--- src/rtl/muldiv_sequencer.sv ---
// muldiv_sequencer: iterative RV32M multiply/divide unit.
// One shift-add (multiply) or restoring subtract-shift (divide) step per
// CALC cycle on operand magnitudes; sign fix-up is folded into the result
// written when the sequencer enters FIN.
//
// Ports:
//   clk     in   rising-edge clock
//   rst_n   in   synchronous active-low reset
//   start   in   request an operation (sampled only in IDLE)
//   flush   in   abort the current operation (no done produced)
//   funct3  in   MUL/MULH/MULHSU/MULHU/DIV/DIVU/REM/REMU select
//   op_a    in   rs1 (multiplicand / dividend)
//   op_b    in   rs2 (multiplier / divisor)
//   busy    out  high whenever the sequencer is not IDLE
//   done    out  one-cycle pulse, result valid in the same cycle
//   result  out  operation result, held until the next completion or reset
//
// Build option: define MULDIV_EARLY_OUT_EN to finish divide-by-zero and
// signed-overflow divides in a single cycle (IDLE->FIN).
module muldiv_sequencer #(
  parameter int unsigned XLEN = 32
) (
  input  logic            clk,
  input  logic            rst_n,
  input  logic            start,
  input  logic            flush,
  input  logic [2:0]      funct3,
  input  logic [XLEN-1:0] op_a,
  input  logic [XLEN-1:0] op_b,
  output logic            busy,
  output logic            done,
  output logic [XLEN-1:0] result
);

  localparam int unsigned CNT_W = $clog2(XLEN);
  localparam int unsigned PW    = 2 * XLEN;

  localparam logic [1:0] S_IDLE = 2'd0;
  localparam logic [1:0] S_CALC = 2'd1;
  localparam logic [1:0] S_FIN  = 2'd2;

  logic [1:0]      r_state;
  logic [1:0]      w_state_nxt;
  logic [CNT_W-1:0] r_cnt;
  logic [2:0]      r_op;
  logic [PW-1:0]   r_acc;    // mul: {partial sum, multiplier}; div: {remainder, quotient}
  logic [XLEN-1:0] r_mcand;  // multiplicand or divisor magnitude
  logic [XLEN-1:0] r_opa;    // raw dividend, returned by REM/REMU on divide-by-zero
  logic            r_a_neg;
  logic            r_b_neg;
  logic            r_dz;
  logic            r_ovf;
  logic            r_busy;
  logic            r_done;
  logic [XLEN-1:0] r_result;

  // Operand decode for the acceptance edge
  logic            w_is_div;
  logic            w_sign_a;
  logic            w_sign_b;
  logic            w_a_neg;
  logic            w_b_neg;
  logic [XLEN-1:0] w_a_mag;
  logic [XLEN-1:0] w_b_mag;
  logic            w_dz;
  logic            w_ovf;
  logic            w_early;
  logic            w_accept;
  logic            w_last;

  // Iteration datapath
  logic [XLEN:0]   w_sum;
  logic [XLEN:0]   w_rem_sh;
  logic            w_ge;
  logic [XLEN-1:0] w_sub;
  logic [PW-1:0]   w_mul_nxt;
  logic [PW-1:0]   w_div_nxt;
  logic [PW-1:0]   w_acc_step;
  logic [XLEN-1:0] w_res_calc;
  logic [XLEN-1:0] w_res_early;

  // Converts raw magnitude result into the architectural result, incl. corner cases
  function automatic logic [XLEN-1:0] f_fixup(
    input logic [PW-1:0]   acc,
    input logic [2:0]      op,
    input logic            a_neg,
    input logic            b_neg,
    input logic            dz,
    input logic            ovf,
    input logic [XLEN-1:0] opa
  );
    logic [PW-1:0]   prod;
    logic [XLEN-1:0] quo;
    logic [XLEN-1:0] rem;
    prod = (a_neg ^ b_neg) ? -acc : acc;
    quo  = (a_neg ^ b_neg) ? -acc[XLEN-1:0] : acc[XLEN-1:0];
    rem  = a_neg ? -acc[PW-1:XLEN] : acc[PW-1:XLEN];
    if (op[2]) begin
      if (dz)          f_fixup = op[1] ? opa : {XLEN{1'b1}};
      else if (ovf)    f_fixup = op[1] ? '0 : {1'b1, {(XLEN-1){1'b0}}};
      else             f_fixup = op[1] ? rem : quo;
    end else begin
      f_fixup = (op[1:0] == 2'b00) ? prod[XLEN-1:0] : prod[PW-1:XLEN];
    end
  endfunction

  // Signedness: MUL/MULH/MULHSU/DIV/REM treat rs1 signed; MUL/MULH/DIV/REM treat rs2 signed
  always_comb begin
    w_is_div = funct3[2];
    w_sign_a = funct3[2] ? ~funct3[0] : (funct3[1:0] != 2'b11);
    w_sign_b = funct3[2] ? ~funct3[0] : ~funct3[1];
    w_a_neg  = w_sign_a & op_a[XLEN-1];
    w_b_neg  = w_sign_b & op_b[XLEN-1];
    w_a_mag  = w_a_neg ? -op_a : op_a;
    w_b_mag  = w_b_neg ? -op_b : op_b;
    w_dz     = w_is_div & (op_b == '0);
    w_ovf    = w_is_div & ~funct3[0] & (op_a == {1'b1, {(XLEN-1){1'b0}}}) & (op_b == {XLEN{1'b1}});
`ifdef MULDIV_EARLY_OUT_EN
    w_early  = w_dz | w_ovf;
`else
    w_early  = 1'b0;
`endif
    w_accept = start & ~flush;
    w_last   = (r_cnt == CNT_W'(XLEN - 1));
  end

  // One multiply step (shift-add) and one divide step (restoring) per cycle
  always_comb begin
    w_sum      = {1'b0, r_acc[PW-1:XLEN]} + (r_acc[0] ? {1'b0, r_mcand} : '0);
    w_mul_nxt  = {w_sum, r_acc[XLEN-1:1]};
    w_rem_sh   = {r_acc[PW-1:XLEN], r_acc[XLEN-1]};
    w_ge       = (w_rem_sh >= {1'b0, r_mcand});
    w_sub      = w_rem_sh[XLEN-1:0] - r_mcand;
    w_div_nxt  = {(w_ge ? w_sub : w_rem_sh[XLEN-1:0]), r_acc[XLEN-2:0], w_ge};
    w_acc_step = r_op[2] ? w_div_nxt : w_mul_nxt;
    w_res_calc = f_fixup(w_acc_step, r_op, r_a_neg, r_b_neg, r_dz, r_ovf, r_opa);
    w_res_early = f_fixup('0, funct3, w_a_neg, w_b_neg, w_dz, w_ovf, op_a);
  end

  // State register
  always_ff @(posedge clk) begin
    if (!rst_n) r_state <= S_IDLE;
    else        r_state <= w_state_nxt;
  end

  // Next-state logic
  always_comb begin
    w_state_nxt = r_state;
    case (r_state)
      S_IDLE: if (w_accept) w_state_nxt = w_early ? S_FIN : S_CALC;
      S_CALC: begin
        if (flush)       w_state_nxt = S_IDLE;
        else if (w_last) w_state_nxt = S_FIN;
      end
      S_FIN:   w_state_nxt = S_IDLE;
      default: w_state_nxt = S_IDLE;
    endcase
  end

  // Operand capture, iteration and registered outputs
  always_ff @(posedge clk) begin
    if (!rst_n) begin
      r_cnt    <= '0;
      r_op     <= '0;
      r_acc    <= '0;
      r_mcand  <= '0;
      r_opa    <= '0;
      r_a_neg  <= 1'b0;
      r_b_neg  <= 1'b0;
      r_dz     <= 1'b0;
      r_ovf    <= 1'b0;
      r_busy   <= 1'b0;
      r_done   <= 1'b0;
      r_result <= '0;
    end else begin
      r_busy <= (w_state_nxt != S_IDLE);
      r_done <= (w_state_nxt == S_FIN);
      if (r_state == S_IDLE) begin
        r_cnt <= '0;
        if (w_accept) begin
          r_op    <= funct3;
          r_acc   <= {{XLEN{1'b0}}, w_a_mag};
          r_mcand <= w_b_mag;
          r_opa   <= op_a;
          r_a_neg <= w_a_neg;
          r_b_neg <= w_b_neg;
          r_dz    <= w_dz;
          r_ovf   <= w_ovf;
          if (w_early) r_result <= w_res_early;
        end
      end else if (r_state == S_CALC && !flush) begin
        r_cnt <= r_cnt + CNT_W'(1);
        r_acc <= w_acc_step;
        if (w_last) r_result <= w_res_calc;
      end else begin
        r_cnt <= '0;
      end
    end
  end

  assign busy   = r_busy;
  assign done   = r_done;
  assign result = r_result;

endmodule

--- config.mk ---
export PLATFORM = sky130hd
export DESIGN_NAME = muldiv_sequencer
export DESIGN_NICKNAME = d
export VERILOG_FILES = /design/src/rtl/muldiv_sequencer.sv
export SDC_FILE = /design/constraint.sdc
export NUM_CORES = 1
export LEC_CHECK = 0
export CAP_MARGIN = 10
export CELL_PAD_IN_SITES_DETAIL_PLACEMENT = 0
export CELL_PAD_IN_SITES_GLOBAL_PLACEMENT = 2
export CORE_MARGIN = 2
export CORE_UTILIZATION = 38
export DETAILED_ROUTE_END_ITERATION = 8
export GPL_ROUTABILITY_DRIVEN = 1
export GPL_TIMING_DRIVEN = 0
export PLACE_DENSITY = 0.92
export SKIP_LAST_GASP = 1
export SYNTH_ARGS = -nofsm -noshare
export SYNTH_HDL_FRONTEND = slang
export SYNTH_SLANG_ARGS = --single-unit
--- constraint.sdc ---
create_clock -name clk -period 7.05 [get_ports clk]
set_input_delay 1.41 -clock clk [delete_from_list [all_inputs] [get_ports clk]]
set_output_delay 1.41 -clock clk [all_outputs]
set_load 0.005 [all_outputs]
==> results.json, run 1 <==
{
  "status": "completed",
  "period_needed_ns": 6.54,
  "ys_types": 101,
  "grt_usage_pct": 34.1,
  "cts.sink_count": 176,
  "min_from": "result[23]",
  "nNetsFinal": 2525,
  "clkPwrFrac_pct": 32.5,
  "ctsHoldBuffers": 0,
  "crit_required_ns": 7.42,
  "max-slew-margin-rel_pct": 13.6,
  "grt_pass1_wl_mm": 112,
  "synthCells": 2258,
  "clk_pin_slew_ns": 0.07,
  "drive_above_1_share_pct": 5.47,
  "clk_latency_ns": 0.49,
  "cts.htree.levels": 4,
  "setup_viol_count_final": 0,
  "pwr-share-comb_pct": 32.1,
  "async_flop_share_pct": 0,
  "fillers": 4480,
  "antenna_left": 0,
  "power.density_nw_per_um2": 163,
  "synth_flop_cell": "dfxtp_1",
  "min_period_over_period_pct": 92.8,
  "p_seq_share_pct": 35.5,
  "final_core_util_pct": 44.1,
  "crit_type": "reg2reg",
  "wl_met3_mm": 6.76,
  "grt-ovfl-total": 0,
  "worstPathMaxFanout": 11,
  "switching_share_pct": 38.2,
  "r2r_slack_ns": 0.51,
  "ys_seq_elements": 176,
  "core_area_sq_um": 42100,
  "yosysSeqAreaShare_pct": 21.7,
  "drv_slew": 0,
  "rsz0062_at_grt": "false",
  "root_buffer": "clkbuf_16",
  "hp-class": "reg2reg",
  "routedWlPerCell_um": 26.0,
  "first_pass_iters": 8,
  "grt_pass1_vias": 17000,
  "syn_to_final_growth_pct": 14.1,
  "met1_length_mm": 35.9,
  "routed_via_density": 6.29,
  "p_int_mw": 1.88,
  "tightest_slew_ns": 1.29,
  "syn_area_per_cell_sq_um": 7.20,
  "mostFrequentLayoutCells": "nand2_1 (278), a21oi_1 (238), nor2_1 (204)",
  "leakage_nw": 6.86,
  "max-vdd-ir-drop_mv": 0.175,
  "fmax_ghz": 0.153,
  "crit_arrival_ns": 6.92,
  "dieArea_sq_um": 44500,
  "syn_nets": 2401,
  "fin_worst_skew_ns": 0.0204,
  "placementRows": 75,
  "yosysWarnings": 0,
  "highest_layer": "met4",
  "cp-start-kind": "flip-flop",
  "cap_violations": 0,
  "dr_wl_met2_mm": 31.3,
  "gp_congestion": 0.987,
  "die_height_um": 211,
  "clk_path_buf_depth": 2,
  "final.setup.tns_ns": 0,
  "io_buffers": 104,
  "cts_tree": "done",
  "numCtsBuffers": 17,
  "cts_resized": 0,
  "drc": 0,
  "dp_hpwl_mm": 61.7,
  "vias": 18500,
  "whs_ns": 0.448,
  "start_util_pct": 38.6,
  "startpoint": "r_op[2]",
  "ios": 105,
  "synth_edf_count": 0,
  "post_layout_nonfiller_instances": 2936,
  "finalWirelength_mm": 76.3,
  "switching_power_mw": 1.16,
  "postCtsSetupBuffers": 0,
  "end_kind": "flip-flop",
  "grt_start_max_net_pins": 17,
  "final_common_cell": "nand2_1",
  "hold_viol_final": 0,
  "dr.first_iter.drc_count": 2187,
  "reg2reg_from": "r_op[2]",
  "antenna_found_initial": 2,
  "die_w_um": 211,
  "syn_area_sq_um": 16300,
  "post-place-cells": 2901
}
==> stage by stage <==
| step | total power, mW | cell area, sq um | setup slack, ns |
|---|---|---|---|
| 4_1_cts | 3.00 | 18600 | 0.828 |
| 3_5_place_dp | 2.03 | 18000 | 0.836 |
| 5_1_grt | 3.14 | 18600 | 0.511 |
| 3_3_place_gp | 2.03 | 18000 | 0.770 |
| 6_report | 3.03 | 18600 | 0.507 |
| 2_1_floorplan | 1.69 | 16300 | 2.57 |
==> critical path: stages, from the launching register on <==
cell	delay, ns
dfxtp_1	0.36
buf_2	0.31
buf_2	0.45
buf_2	0.45
buf_1	0.81
clkbuf_1	0.97
buf_2	0.51
buf_2	0.46
buf_2	0.42
buf_2	0.41
buf_1	0.73
o221ai_1	0.27
a22o_1	0.25
==> cell families (layout without fill, tap and decap cells) <==
kind of cell | count (synthesis) | in the layout | synth area share, %
and+or+nand+nor | 801 | 801 | 23.5
AOI/OAI and AO/OA | 774 | 774 | 31.2
buffers and inverters | 205 | 342 | 5.13
xor gates and xnor gates | 177 | 177 | 9.53
DFF | 176 | 176 | 21.7
adders and majority gates | 72 | 72 | 5.63
muxes | 53 | 53 | 3.34
other | 0 | 2 | 0
==> layer usage <==
metal | up-vias | global-route usage [%]
met5 | - | 0
met4 | 0 | 10.4
met3 | 120 | 6.45
met2 | 896 | 49.7
met1 | 8951 | 50.3
li1 | 8492 | -
==> path summary, 6_finish.rpt <==
path                endpoint  depth (start not counted)
hold reg to reg   result[23]                          2
hold / removal    result[23]                          2
setup / recovery  result[30]                         12
setup reg to reg  result[30]                         12
==> registers in the layout (all words and copies together), names as in the netlist <==
name and cells:
r_mcand 32, busy 1, r_dz 1, r_opa 32, done 1, result 32, r_ovf 1, r_state 2
r_acc 64, r_b_neg 1, r_a_neg 1, r_cnt 5, r_op 3
==> power groups by stage <==
stage          Sequential [mW]  Clock [mW]  Combinational (mW)
2_1_floorplan             1.07           0               0.621
4_1_cts                   1.07       0.990               0.942
3_3_place_gp              1.09           0               0.935
5_1_grt                   1.08        1.02                1.04
6_report                  1.08       0.984               0.973
3_5_place_dp              1.10           0               0.937
==> cell usage after synthesis, drive strengths merged (10+ instances only) <==
cell    number  share of area [%]
a21oi      245                7.8
mux2        10               0.69
or2         11               0.42
xnor2      106                5.7
a311oi      11               0.59
o221ai      16               0.86
or3         27                1.1
a31oi       28                1.2
dfxtp      176                 22
a21o        24                1.1
nor4        19                1.0
nor3        59                1.8
nor2       208                4.9
nand3       48                1.5
o21a        20               0.92
nand2b      12               0.48
a22o        27                1.5
o21ai      178                5.6
nand4       24               0.92
a21boi      10               0.46
ha          70                5.4
o211ai      50                2.4
clkbuf     100                2.3
inv         67                1.5
xor2        71                3.8
and3        18               0.69
nor2b       11               0.47
o31ai       21                1.0
mux2i       43                2.6
and2        43                1.7
nand2      281                6.6
buf         37                1.2
a211oi      51                2.4
==> layout make-up <==
type,count,area (sq um),area share [%]
sequential,176,3520,19.0
inverter,68,255,1.37
clock inverter,11,103,0.553
buffer,137,579,3.12
antenna,2,5.00,0.0270
clock buffer,21,470,2.53
tap,539,674,3.63
multi-input combinational,1877,11900,64.1
timing repair buffer,105,1050,5.65
Power figures use the tool's default switching activity.
==> run 2, diff against run 1 <==
--- a/config.mk
+++ b/config.mk
@@ -5,6 +5,7 @@
 export SDC_FILE = /design/constraint.sdc
 export NUM_CORES = 1
 export LEC_CHECK = 0
+export ABC_CLOCK_PERIOD_IN_PS = 7050
 export CAP_MARGIN = 10
 export CELL_PAD_IN_SITES_DETAIL_PLACEMENT = 0
 export CELL_PAD_IN_SITES_GLOBAL_PLACEMENT = 2
==> results of run 2 <==
Final layout, timing and power as in run 1 (identical DEF).
==> run 3, diff against run 2 <==
--- a/config.mk
+++ b/config.mk
@@ -15,7 +15,6 @@
 export GPL_ROUTABILITY_DRIVEN = 1
 export GPL_TIMING_DRIVEN = 0
 export PLACE_DENSITY = 0.92
-export SKIP_LAST_GASP = 1
 export SYNTH_ARGS = -nofsm -noshare
 export SYNTH_HDL_FRONTEND = slang
 export SYNTH_SLANG_ARGS = --single-unit
==> results of run 3 <==
Final layout, timing and power as in run 1 (identical DEF).
